==> config.mk <==
export PLATFORM = sky130hd
export DESIGN_NAME = puzzle_scheduler
export DESIGN_NICKNAME = d
export VERILOG_FILES = /design/src/rtl/alarm_pkg.sv /design/src/rtl/puzzle_timer.sv /design/src/rtl/puzzle_scheduler.sv
export SDC_FILE = /design/constraint.sdc
export NUM_CORES = 1
export LEC_CHECK = 0
export ABC_CLOCK_PERIOD_IN_PS = 2900
export BUFFER_PORTS_ARGS = -buffer_cell sky130_fd_sc_hd__buf_2
export CORE_MARGIN = 2
export CORE_UTILIZATION = 62
export CTS_BUF_LIST = sky130_fd_sc_hd__clkbuf_8
export DETAILED_ROUTE_END_ITERATION = 7
export PLACE_DENSITY = 0.83
export SYNTH_ARGS = -nofsm -noshare
export SYNTH_HDL_FRONTEND = slang
export SYNTH_SLANG_ARGS = --single-unit
==> constraint.sdc <==
create_clock -name Clock -period 2.9 [get_ports Clock]
set_input_delay 0.145 -clock Clock [delete_from_list [all_inputs] [get_ports Clock]]
set_output_delay 0.145 -clock Clock [all_outputs]
set_load 0.005 [all_outputs]
==> src/rtl/alarm_pkg.sv <==
// rtl/alarm_pkg.sv - shared state encoding and timing defaults for the puzzle scheduler
package alarm_pkg;

    localparam int DEF_TICK_DIV  = 50000000;
    localparam int DEF_TIMEOUT_S = 20;
    localparam int DEF_MAX_WRONG = 3;

    localparam int TIMER_W = 7;
    localparam int WRONG_W = 4;

    typedef enum logic [2:0] {
        ST_IDLE = 3'd0,
        ST_RING = 3'd1,
        ST_EQ1  = 3'd2,
        ST_EQ2  = 3'd3,
        ST_EQ3  = 3'd4,
        ST_SEQ  = 3'd5,
        ST_DONE = 3'd6
    } state_t;

    // Puzzle states are the ones that run against the countdown.
    function automatic logic is_puzzle(input state_t s);
        return (s == ST_EQ1) || (s == ST_EQ2) || (s == ST_EQ3) || (s == ST_SEQ);
    endfunction

endpackage

==> src/rtl/puzzle_timer.sv <==
// rtl/puzzle_timer.sv - one-second prescaler and per-puzzle countdown
// Ports:
//   clk, rst_n  : clock, asynchronous active-low reset
//   clear       : state is changing this cycle, restart the prescaler
//   load        : entering a puzzle state, reload the countdown
//   run         : next state is a puzzle state (countdown held at 0 otherwise)
//   timer       : seconds remaining
//   expired     : the tick in this cycle takes the countdown from 1 to 0
module puzzle_timer
    import alarm_pkg::*;
#(
    parameter int TICK_DIV  = DEF_TICK_DIV,
    parameter int TIMEOUT_S = DEF_TIMEOUT_S
) (
    input  logic               clk,
    input  logic               rst_n,
    input  logic               clear,
    input  logic               load,
    input  logic               run,
    output logic [TIMER_W-1:0] timer,
    output logic               expired
);

    localparam int              PW        = (TICK_DIV > 1) ? $clog2(TICK_DIV) : 1;
    localparam logic [PW-1:0]   PRESC_MAX = PW'(TICK_DIV - 1);

    logic [PW-1:0]      presc_q, presc_d;
    logic [TIMER_W-1:0] timer_q, timer_d;
    logic               tick;

    assign tick    = (presc_q == PRESC_MAX);
    assign expired = tick && (timer_q == TIMER_W'(1));
    assign timer   = timer_q;

    always_comb begin
        presc_d = (clear || tick) ? '0 : presc_q + 1'b1;
        if (load) begin
            timer_d = TIMER_W'(TIMEOUT_S);
        end else if (!run) begin
            timer_d = '0;
        end else if (tick && (timer_q != '0)) begin
            timer_d = timer_q - 1'b1;
        end else begin
            timer_d = timer_q;
        end
    end

    always_ff @(posedge clk or negedge rst_n) begin
        if (!rst_n) begin
            presc_q <= '0;
            timer_q <= '0;
        end else begin
            presc_q <= presc_d;
            timer_q <= timer_d;
        end
    end

endmodule

==> src/rtl/puzzle_scheduler.sv <==
// rtl/puzzle_scheduler.sv - alarm puzzle sequencing FSM with per-puzzle timeout
// Ports:
//   Clock, Reset      : clock, asynchronous active-low reset
//   Start             : level, 1 = alarm armed, 0 = abort to idle
//   Go                : pulse, user acknowledges the ringing alarm
//   eq_done/eq_correct: equation checker verdict pulse and value
//   seq_done          : pulse, sequencer puzzle solved
//   start_eq/start_seq: one-hot puzzle enables
//   alarm_on, Timer, wrong_count, done : registered status outputs
module puzzle_scheduler
    import alarm_pkg::*;
#(
    parameter int TICK_DIV  = DEF_TICK_DIV,
    parameter int TIMEOUT_S = DEF_TIMEOUT_S,
    parameter int MAX_WRONG = DEF_MAX_WRONG
) (
    input  logic               Clock,
    input  logic               Reset,
    input  logic               Start,
    input  logic               Go,
    input  logic               eq_done,
    input  logic               eq_correct,
    input  logic               seq_done,
    output logic [2:0]         start_eq,
    output logic               start_seq,
    output logic               alarm_on,
    output logic [TIMER_W-1:0] Timer,
    output logic [WRONG_W-1:0] wrong_count,
    output logic               done
);

    localparam logic [WRONG_W-1:0] MAX_WRONG_W = WRONG_W'(MAX_WRONG);

    state_t             state_q, state_d;
    logic [WRONG_W-1:0] wrong_q, wrong_d, wrong_inc;
    logic [2:0]         start_eq_q, start_eq_d;
    logic               start_seq_q, start_seq_d;
    logic               alarm_on_q, alarm_on_d;
    logic               done_q, done_d;
    logic               state_change, expired;

    always_comb begin
        state_d   = state_q;
        wrong_d   = wrong_q;
        wrong_inc = (wrong_q == '1) ? wrong_q : wrong_q + 1'b1;
        if (!Start) begin
            // Abort outranks every other event, including a verdict.
            state_d = ST_IDLE;
            wrong_d = '0;
        end else begin
            case (state_q)
                ST_IDLE: state_d = ST_RING;
                ST_RING: if (Go) state_d = ST_EQ1;
                ST_EQ1, ST_EQ2, ST_EQ3: begin
                    // A verdict in the same cycle as the timeout tick wins.
                    if (eq_done) begin
                        if (eq_correct) begin
                            state_d = (state_q == ST_EQ1) ? ST_EQ2 :
                                      (state_q == ST_EQ2) ? ST_EQ3 : ST_DONE;
                            wrong_d = '0;
                        end else if (wrong_inc == MAX_WRONG_W) begin
                            state_d = ST_SEQ;
                            wrong_d = '0;
                        end else begin
                            wrong_d = wrong_inc;
                        end
                    end else if (expired) begin
                        state_d = ST_RING;
                        wrong_d = '0;
                    end
                end
                ST_SEQ: begin
                    if (seq_done) begin
                        state_d = ST_DONE;
                    end else if (expired) begin
                        state_d = ST_RING;
                        wrong_d = '0;
                    end
                end
                ST_DONE: state_d = ST_DONE;
                default: state_d = ST_IDLE;
            endcase
        end
    end

    // Outputs are decoded from the next state so they are registered yet
    // line up with the state register.
    always_comb begin
        start_eq_d  = {state_d == ST_EQ3, state_d == ST_EQ2, state_d == ST_EQ1};
        start_seq_d = (state_d == ST_SEQ);
        alarm_on_d  = (state_d == ST_RING);
        done_d      = (state_d == ST_DONE);
    end

    assign state_change = (state_d != state_q);

    puzzle_timer #(
        .TICK_DIV  (TICK_DIV),
        .TIMEOUT_S (TIMEOUT_S)
    ) u_timer (
        .clk     (Clock),
        .rst_n   (Reset),
        .clear   (state_change),
        .load    (state_change && is_puzzle(state_d)),
        .run     (is_puzzle(state_d)),
        .timer   (Timer),
        .expired (expired)
    );

    always_ff @(posedge Clock or negedge Reset) begin
        if (!Reset) begin
            state_q     <= ST_IDLE;
            wrong_q     <= '0;
            start_eq_q  <= '0;
            start_seq_q <= 1'b0;
            alarm_on_q  <= 1'b0;
            done_q      <= 1'b0;
        end else begin
            state_q     <= state_d;
            wrong_q     <= wrong_d;
            start_eq_q  <= start_eq_d;
            start_seq_q <= start_seq_d;
            alarm_on_q  <= alarm_on_d;
            done_q      <= done_d;
        end
    end

    assign start_eq    = start_eq_q;
    assign start_seq   = start_seq_q;
    assign alarm_on    = alarm_on_q;
    assign wrong_count = wrong_q;
    assign done        = done_q;

endmodule
After elaboration in Yosys (flattened, before gate mapping)
Cells that the tools add are included.
{"block": "word_totals", "regBits": 46, "latchBits": 0, "ram_bits": 0, "rom_bits": 0, "in_bits": 7, "output_inout_bits": 17, "elab_cells": 64, "memories": 0}
{"block": "op_classes", "addsub": 3, "mul": 0, "div_mod_pow": 0, "n_lt_le_gt_ge": 0, "eq_ne": 20, "shifts": 0, "mux": 22, "n_bitwise": 0, "n_reduce_logical": 11}
{"operator": "2-to-1 mux 4 bit", "count": 7}
{"operator": "adder 26 x 1 -> 26 bit, second input constant", "count": 1}
{"operator": "equality test 26 bit, second input constant", "count": 1}
{"operator": "2-to-1 mux 26 bit", "count": 1}
{"operator": "2-to-1 mux 3 bit", "count": 8}
{"operator": "2-to-1 mux 7 bit", "count": 3}
{"operator": "equality test 3 bit, second input constant", "count": 6}
{"operator": "one-hot mux 3 bit (5 select lines)", "count": 1}
{"operator": "equality test 3 x 2 -> 1 bit, second input constant", "count": 4}
{"operator": "one-hot mux 4 bit (2 select lines)", "count": 1}
{"operator": "equality test 7 x 1 -> 1 bit, second input constant", "count": 1}
{"operator": "nonzero test 7 bit", "count": 1}
{"operator": "subtractor 7 x 1 -> 7 bit, second input constant", "count": 1}
{"operator": "equality test 3 x 1 -> 1 bit, second input constant", "count": 2}
{"operator": "adder 4 x 1 -> 4 bit, second input constant", "count": 1}
{"operator": "equality test 4 x 2 -> 1 bit, second input constant", "count": 1}
{"operator": "equality test 4 bit, second input constant", "count": 1}
{"operator": "logical OR 1 bit", "count": 4}
{"operator": "logical AND 1 bit", "count": 3}
{"operator": "logical NOT 3 bit", "count": 1}
{"operator": "!= test 3 x 1 -> 1 bit, second input constant", "count": 1}
{"operator": "!= test 3 x 2 -> 1 bit, second input constant", "count": 1}
{"operator": "!= test 3 bit", "count": 1}
{"operator": "!= test 3 bit, second input constant", "count": 1}
{"operator": "other kinds (3)", "count": 3}

Longest topological paths before layout
{"block": "depth", "ltp_word": 14, "mapped_depth": 9, "depth_no_buf": 9}

Cells and area by module
Synthesis repeated with hierarchy kept, for this count alone.
{"block": "unflattened", "cells_unflattened": 317, "area_unflattened_um2": 2862.7}
{"mod": "puzzle_timer", "n_inst": 1, "cells_per_inst": 197, "area_per_inst_um2": 1864.3, "seq_area_each_um2": 825.8}
{"mod": "puzzle_scheduler", "n_inst": 1, "cells_per_inst": 120, "area_per_inst_um2": 998.5, "seq_area_each_um2": 325.3}

Least setup slack after synthesis
Ideal clock, no wire load.
{"block": "synth_timing", "kind": "reg-to-reg", "start": "register wrong_q[0] (netlist: wrong_count[0])", "end": "register u_timer.timer_q[3] (netlist: u_timer.timer[3])", "setup_ns": 0.095, "t_arrival_ns": 2.323, "t_required_ns": 2.805, "setup_slack_ns": 0.482, "stages_incl_launch_ff": 9, "path_buffers": 1, "period_less_slack_ns": 2.418, "cell_sequence": "dfrtp_1 > ha_1 > xor2_1 > o311a_1 > or3_4 > a2111oi_4 > nor3_2 > buf_4 > nor4b_2"}
{"block": "synth_between", "elab_chain_len": 14, "word_cells_on_any_way": 21, "classes_between": "add/sub (1); eq/ne (8); mux (8); reduce/logical (4)"}
{"element": "from (decl)", "line": "puzzle_scheduler.sv:35", "text": "logic [WRONG_W-1:0] wrong_q, wrong_d, wrong_inc;"}
{"element": "from (signal assigned)", "line": "puzzle_scheduler.sv:120", "text": "wrong_q <= wrong_d;"}
{"element": "adder 4 x 1 -> 4 bit / equality test 4 bit (equally long branches)", "line": "puzzle_scheduler.sv:45", "text": "wrong_inc = (wrong_q == '1) ? wrong_q : wrong_q + 1'b1;"}
{"element": "2-to-1 mux 4 bit *", "line": "puzzle_scheduler.sv:45"}
{"element": "equality test 4 x 2 -> 1 bit *", "line": "puzzle_scheduler.sv:61", "text": "end else if (wrong_inc == MAX_WRONG_W) begin"}
{"element": "2-to-1 mux 3 bit *", "line": "puzzle_scheduler.sv:61"}
{"element": "2-to-1 mux 3 bit *", "line": "puzzle_scheduler.sv:57", "text": "if (eq_correct) begin"}
{"element": "2-to-1 mux 3 bit *", "line": "puzzle_scheduler.sv:56", "text": "if (eq_done) begin"}
{"element": "one-hot mux 3 bit (5 select lines) *", "line": "puzzle_scheduler.sv:51", "text": "case (state_q)"}
{"element": "2-to-1 mux 3 bit *", "line": "puzzle_scheduler.sv:46", "text": "if (!Start) begin"}
{"element": "equality test 3 x 2 -> 1 bit", "line": "alarm_pkg.sv:23", "text": "return (s == ST_EQ1) || (s == ST_EQ2) || (s == ST_EQ3) || (s == ST_SEQ);"}
{"element": "logical OR 1 bit (3 in series)", "line": "alarm_pkg.sv:23"}
{"element": "logical AND 1 bit / 2-to-1 mux 7 bit (equally long branches)", "line": "puzzle_scheduler.sv:104, puzzle_timer.sv:39"}
{"element": "!= test 3 x 2 -> 1 bit (no source line) / 2-to-1 mux 7 bit (equally long branches)"}
{"element": "to (signal assigned)", "line": "puzzle_timer.sv:54", "text": "timer_q <= timer_d;"}
{"element": "to (decl)", "line": "puzzle_timer.sv:28", "text": "logic [TIMER_W-1:0] timer_q, timer_d;"}
Mark *: on every way between the ends. The rest lies on a longest branch, timed or not.
A chain may end at the register's enable or synchronous reset.

Worst setup path in the final report
{"block": "layout_timing", "start": "register wrong_q[0] (netlist: wrong_count[0])", "end": "register u_timer.presc_q[20]"}
{"block": "layout_between", "elab_chain_len": 11, "word_cells_on_any_way": 12, "classes_between": "add/sub (1); eq/ne (3); mux (7); reduce/logical (1)"}
{"element": "adder 4 x 1 -> 4 bit / equality test 4 bit (equally long branches)", "line": "puzzle_scheduler.sv:45"}
{"element": "2-to-1 mux 4 bit *", "line": "puzzle_scheduler.sv:45"}
{"element": "equality test 4 x 2 -> 1 bit *", "line": "puzzle_scheduler.sv:61"}
{"element": "2-to-1 mux 3 bit *", "line": "puzzle_scheduler.sv:61"}
{"element": "2-to-1 mux 3 bit *", "line": "puzzle_scheduler.sv:57"}
{"element": "2-to-1 mux 3 bit *", "line": "puzzle_scheduler.sv:56"}
{"element": "one-hot mux 3 bit (5 select lines) *", "line": "puzzle_scheduler.sv:51"}
{"element": "2-to-1 mux 3 bit *", "line": "puzzle_scheduler.sv:46"}
{"element": "!= test 3 bit *", "line": "puzzle_scheduler.sv:95", "text": "assign state_change = (state_d != state_q);"}
{"element": "logical OR 1 bit *", "line": "puzzle_timer.sv:36", "text": "presc_d = (clear || tick) ? '0 : presc_q + 1'b1;"}
{"element": "2-to-1 mux 26 bit *", "line": "puzzle_timer.sv:36"}
{"element": "net u_timer.presc_d[20]", "line": "puzzle_timer.sv:27", "text": "logic [PW-1:0] presc_q, presc_d;"}
{"element": "to (signal assigned)", "line": "puzzle_timer.sv:53", "text": "presc_q <= presc_d;"}
{"element": "to (decl)", "line": "puzzle_timer.sv:27"}
Mark *: on every way through the listed nets, which the timed path passes. The rest lies on a longest branch.

==> impl_metrics.yaml <==
clock_tree:
  clkTransAtPathRegs_ns: 0.09
  root_buffer: "clkbuf_8"
  htree_levels: 2
  cts.sinks: 46
  cts.repair.resized: 0
  cts_buffer_depth: 2
  hold_buffers: 0
  clock_latency_ns: 0.30
  post_cts_buffers: 0
  cts_buffers: 5
  cts_tree: "done"
pwr:
  peakVddDrop_mv: 0.347
  leakagePower_uw: 0.00122
  power_frac_clock_pct: 21.4
  pwr-share-seq_pct: 42.0
  p_sw_share_pct: 39.2
  p_switching_uw: 718
  p_int_uw: 1110
  powerDensity_mw_per_mm2: 614
  pwr-share-comb_pct: 36.6
finish:
  diodes: 0
  final_cell_mix: "dfrtp_1 (46), nor3_1 (37), nand2_1 (23), buf_2 (23)"
  layout.nets: 325
  mostFrequentLayoutCell: "dfrtp_1"
  fillCellCount: 338
  multi_input_area_mm2: 0.00148
  area_growth_pct: 9.52
  regArea_mm2: 0.00115
  drive_gt1_share_pct: 15.9
  final_util_pct: 69.4
routing:
  vias: 2191
  drcViolationCount: 0
  first_iter_violations: 81
  wire_per_inst_um: 15.2
  ant_nets: 0
  wirelength_um: 5550
  firstDrtPassIters: 4
  vias_per_cell: 5.99
sta:
  tns_ns: 0
  worstMarginPinSlew_ns: 0.983
  finalMaxSlewViolations: 0
  min_period_ns: 2.68
  final-setup-viol-count: 0
  grt_setup_unrepaired: "no"
  finalHoldViolations: 3
  holdWs_ns: -0.00536
  fmax_mhz: 373
  relSlewSlack_pct: 34.5
  post-route-period-util_pct: 92.5
  fin_skew_ns: 0.00941
grt:
  grt_usage_pct: 24.6
  antenna_found_initial: 0
  grt_pass1_wl_um: 9740
  grt_max_degree: 47
  gr-total-overflow: 0
  grt_pass1_vias: 2105
die:
  rows: 24
  die_w_um: 70.3
  die_y_um: 70.3
  core-area_mm2: 0.00429
  num_io_pins: 24
  dieArea_mm2: 0.00494
  start_util_pct: 63.4
synthesis:
  synthTopCellsByArea: "dfrtp_1 (42%), nor3_1 (6.8%), xor2_1 (5.5%), xnor2_1 (4.8%), nand2_1 (3.2%)"
  synth_ff_type: "dfrtp_1"
  syn_avg_cell_area_um2: 9.42
  synth_async_sr_flop_share_pct: 100
  synth_seq_cells: 46
  netlist_area_mm2: 0.00272
  syn_nets: 301
  synth_cell_types: 50
  synth_edf_count: 0
  syn_inst: 289
  synth_top_cell_by_area: "dfrtp_1"
  yosys_warnings: 0
  synth_top_area_share_pct: 42.3
  ys_seq_area_share_pct: 42.3
job:
  drv_cap: 0
worst_setup_path:
  reg2reg_depth: 8
  r2r-end: "u_timer.presc_q[20]"
  cp-start-kind: "register"
  endpoint: "u_timer.presc_q[20]"
  crit_path_start: "wrong_count[0]"
  crit_arrival_ns: 2.88
  cp-end-kind: "register"
  crit_path_max_fanout: 21
  crit_type: "reg -> reg"
  r2r-start: "wrong_count[0]"
  required_ns: 3.09
  r2r_slack_ns: 0.22
outcome:
  violations: "hold timing"
  run_status: "finished, violations left"
place:
  port-buffer-count: 23
  dp_hpwl_um: 4050
  routabilityCongestion: 0.875
min_path:
  min_path_type: "in -> async"
[cell families (layout without fill, tap and decap cells)]
group           Yosys count  count (layout)  synth area share, %
buf+inv                  22              47                 3.63
xor+xnor                 32              32                 10.3
compound gates           39              39                 10.8
simple gates            142             142                 29.4
mux                       3               3                 1.29
fa+ha+maj                 5               5                 2.30
flops                    46              46                 42.3
[worst max-delay path: stages, from the launching register on]
cell and delay, ns:
dfrtp_1 0.44, ha_1 0.30, xor2_1 0.19, o41ai_1 0.36, a32oi_1 0.28, a2111oi_4 0.43, nor3_4 0.09, buf_4 0.22
nor3_1 0.26
[power groups by stage]
stage / registers, uW / logic, uW / clock network [uW]
6_report: 769 / 670 / 392
5_1_grt: 780 / 741 / 428
4_1_cts: 769 / 670 / 406
3_5_place_dp: 782 / 667 / 0
3_3_place_gp: 779 / 650 / 0
2_1_floorplan: 757 / 495 / 0
[cell type report]
class | count | share of cell area (%)
clock buffer | 5 | 2.31
clock inverter | 3 | 0.798
inverter | 11 | 1.39
multi-input combinational | 221 | 49.6
sequential | 46 | 38.6
tap | 52 | 2.18
timing repair buffer | 28 | 5.12
[cell usage after synthesis, drive strengths merged (4+ instances only)]
master and instances:
nand3 17, nor2b 6, buf 6, nor2 16, nand4 10, nand2 23
nor4b 6, a31oi 4, a21oi 8, clkbuf 5, dfrtp 46, inv 11
nor3 39, xor2 17, nand2b 5, xnor2 15, o21ai 7, nor4 4
ha 5
[how the worst min path moves through the flow]
| stage | slack, ns | to | depth (start not counted) |
|---|---|---|---|
| global placement | 0.35 | u_timer.presc_q[5] | 1 |
| floorplan | -0.15 | alarm_on | 0 |
| CTS | 0.02 | u_timer.presc_q[2] | 1 |
| finish | -0.005 | u_timer.presc_q[2] | 1 |
| global route | 0.08 | u_timer.presc_q[2] | 1 |
| detailed placement | 0.36 | u_timer.presc_q[5] | 1 |
[sequential cells by signal (all words and copies together), names as in the netlist]
| register | flops |
|---|---|
| u_timer.presc_q | 26 |
| u_timer.timer | 7 |
| wrong_count | 4 |
| start_seq | 1 |
| done | 1 |
| start_eq | 3 |
| state_q | 3 |
| alarm_on | 1 |
[layer usage]
metal | GRT usage [%] | vias up | wire length, um
met5 | 0 | - | 0
met4 | 7.48 | 0 | 97
met3 | 3.75 | 9 | 209
met2 | 40.7 | 48 | 2740
met1 | 33.7 | 1046 | 2510
li1 | - | 1088 | -
[metrics by stage]
step | setup slack [ns] | std cells | total power (uW) | hold WS, ns | area [um2]
final | 0.219 | 366 | 1830 | -0.00536 | 2980
after global routing | 0.0296 | 366 | 1950 | 0.0803 | 2980
after CTS | 0.222 | 366 | 1840 | 0.0250 | 2980
after detailed placement | 0.255 | 358 | 1450 | 0.356 | 2890
after global placement | 0.375 | 358 | 1430 | 0.353 | 2890
after floorplan | 0.482 | 289 | 1250 | -0.151 | 2720
No activity file was read; power rests on OpenSTA's default activity.
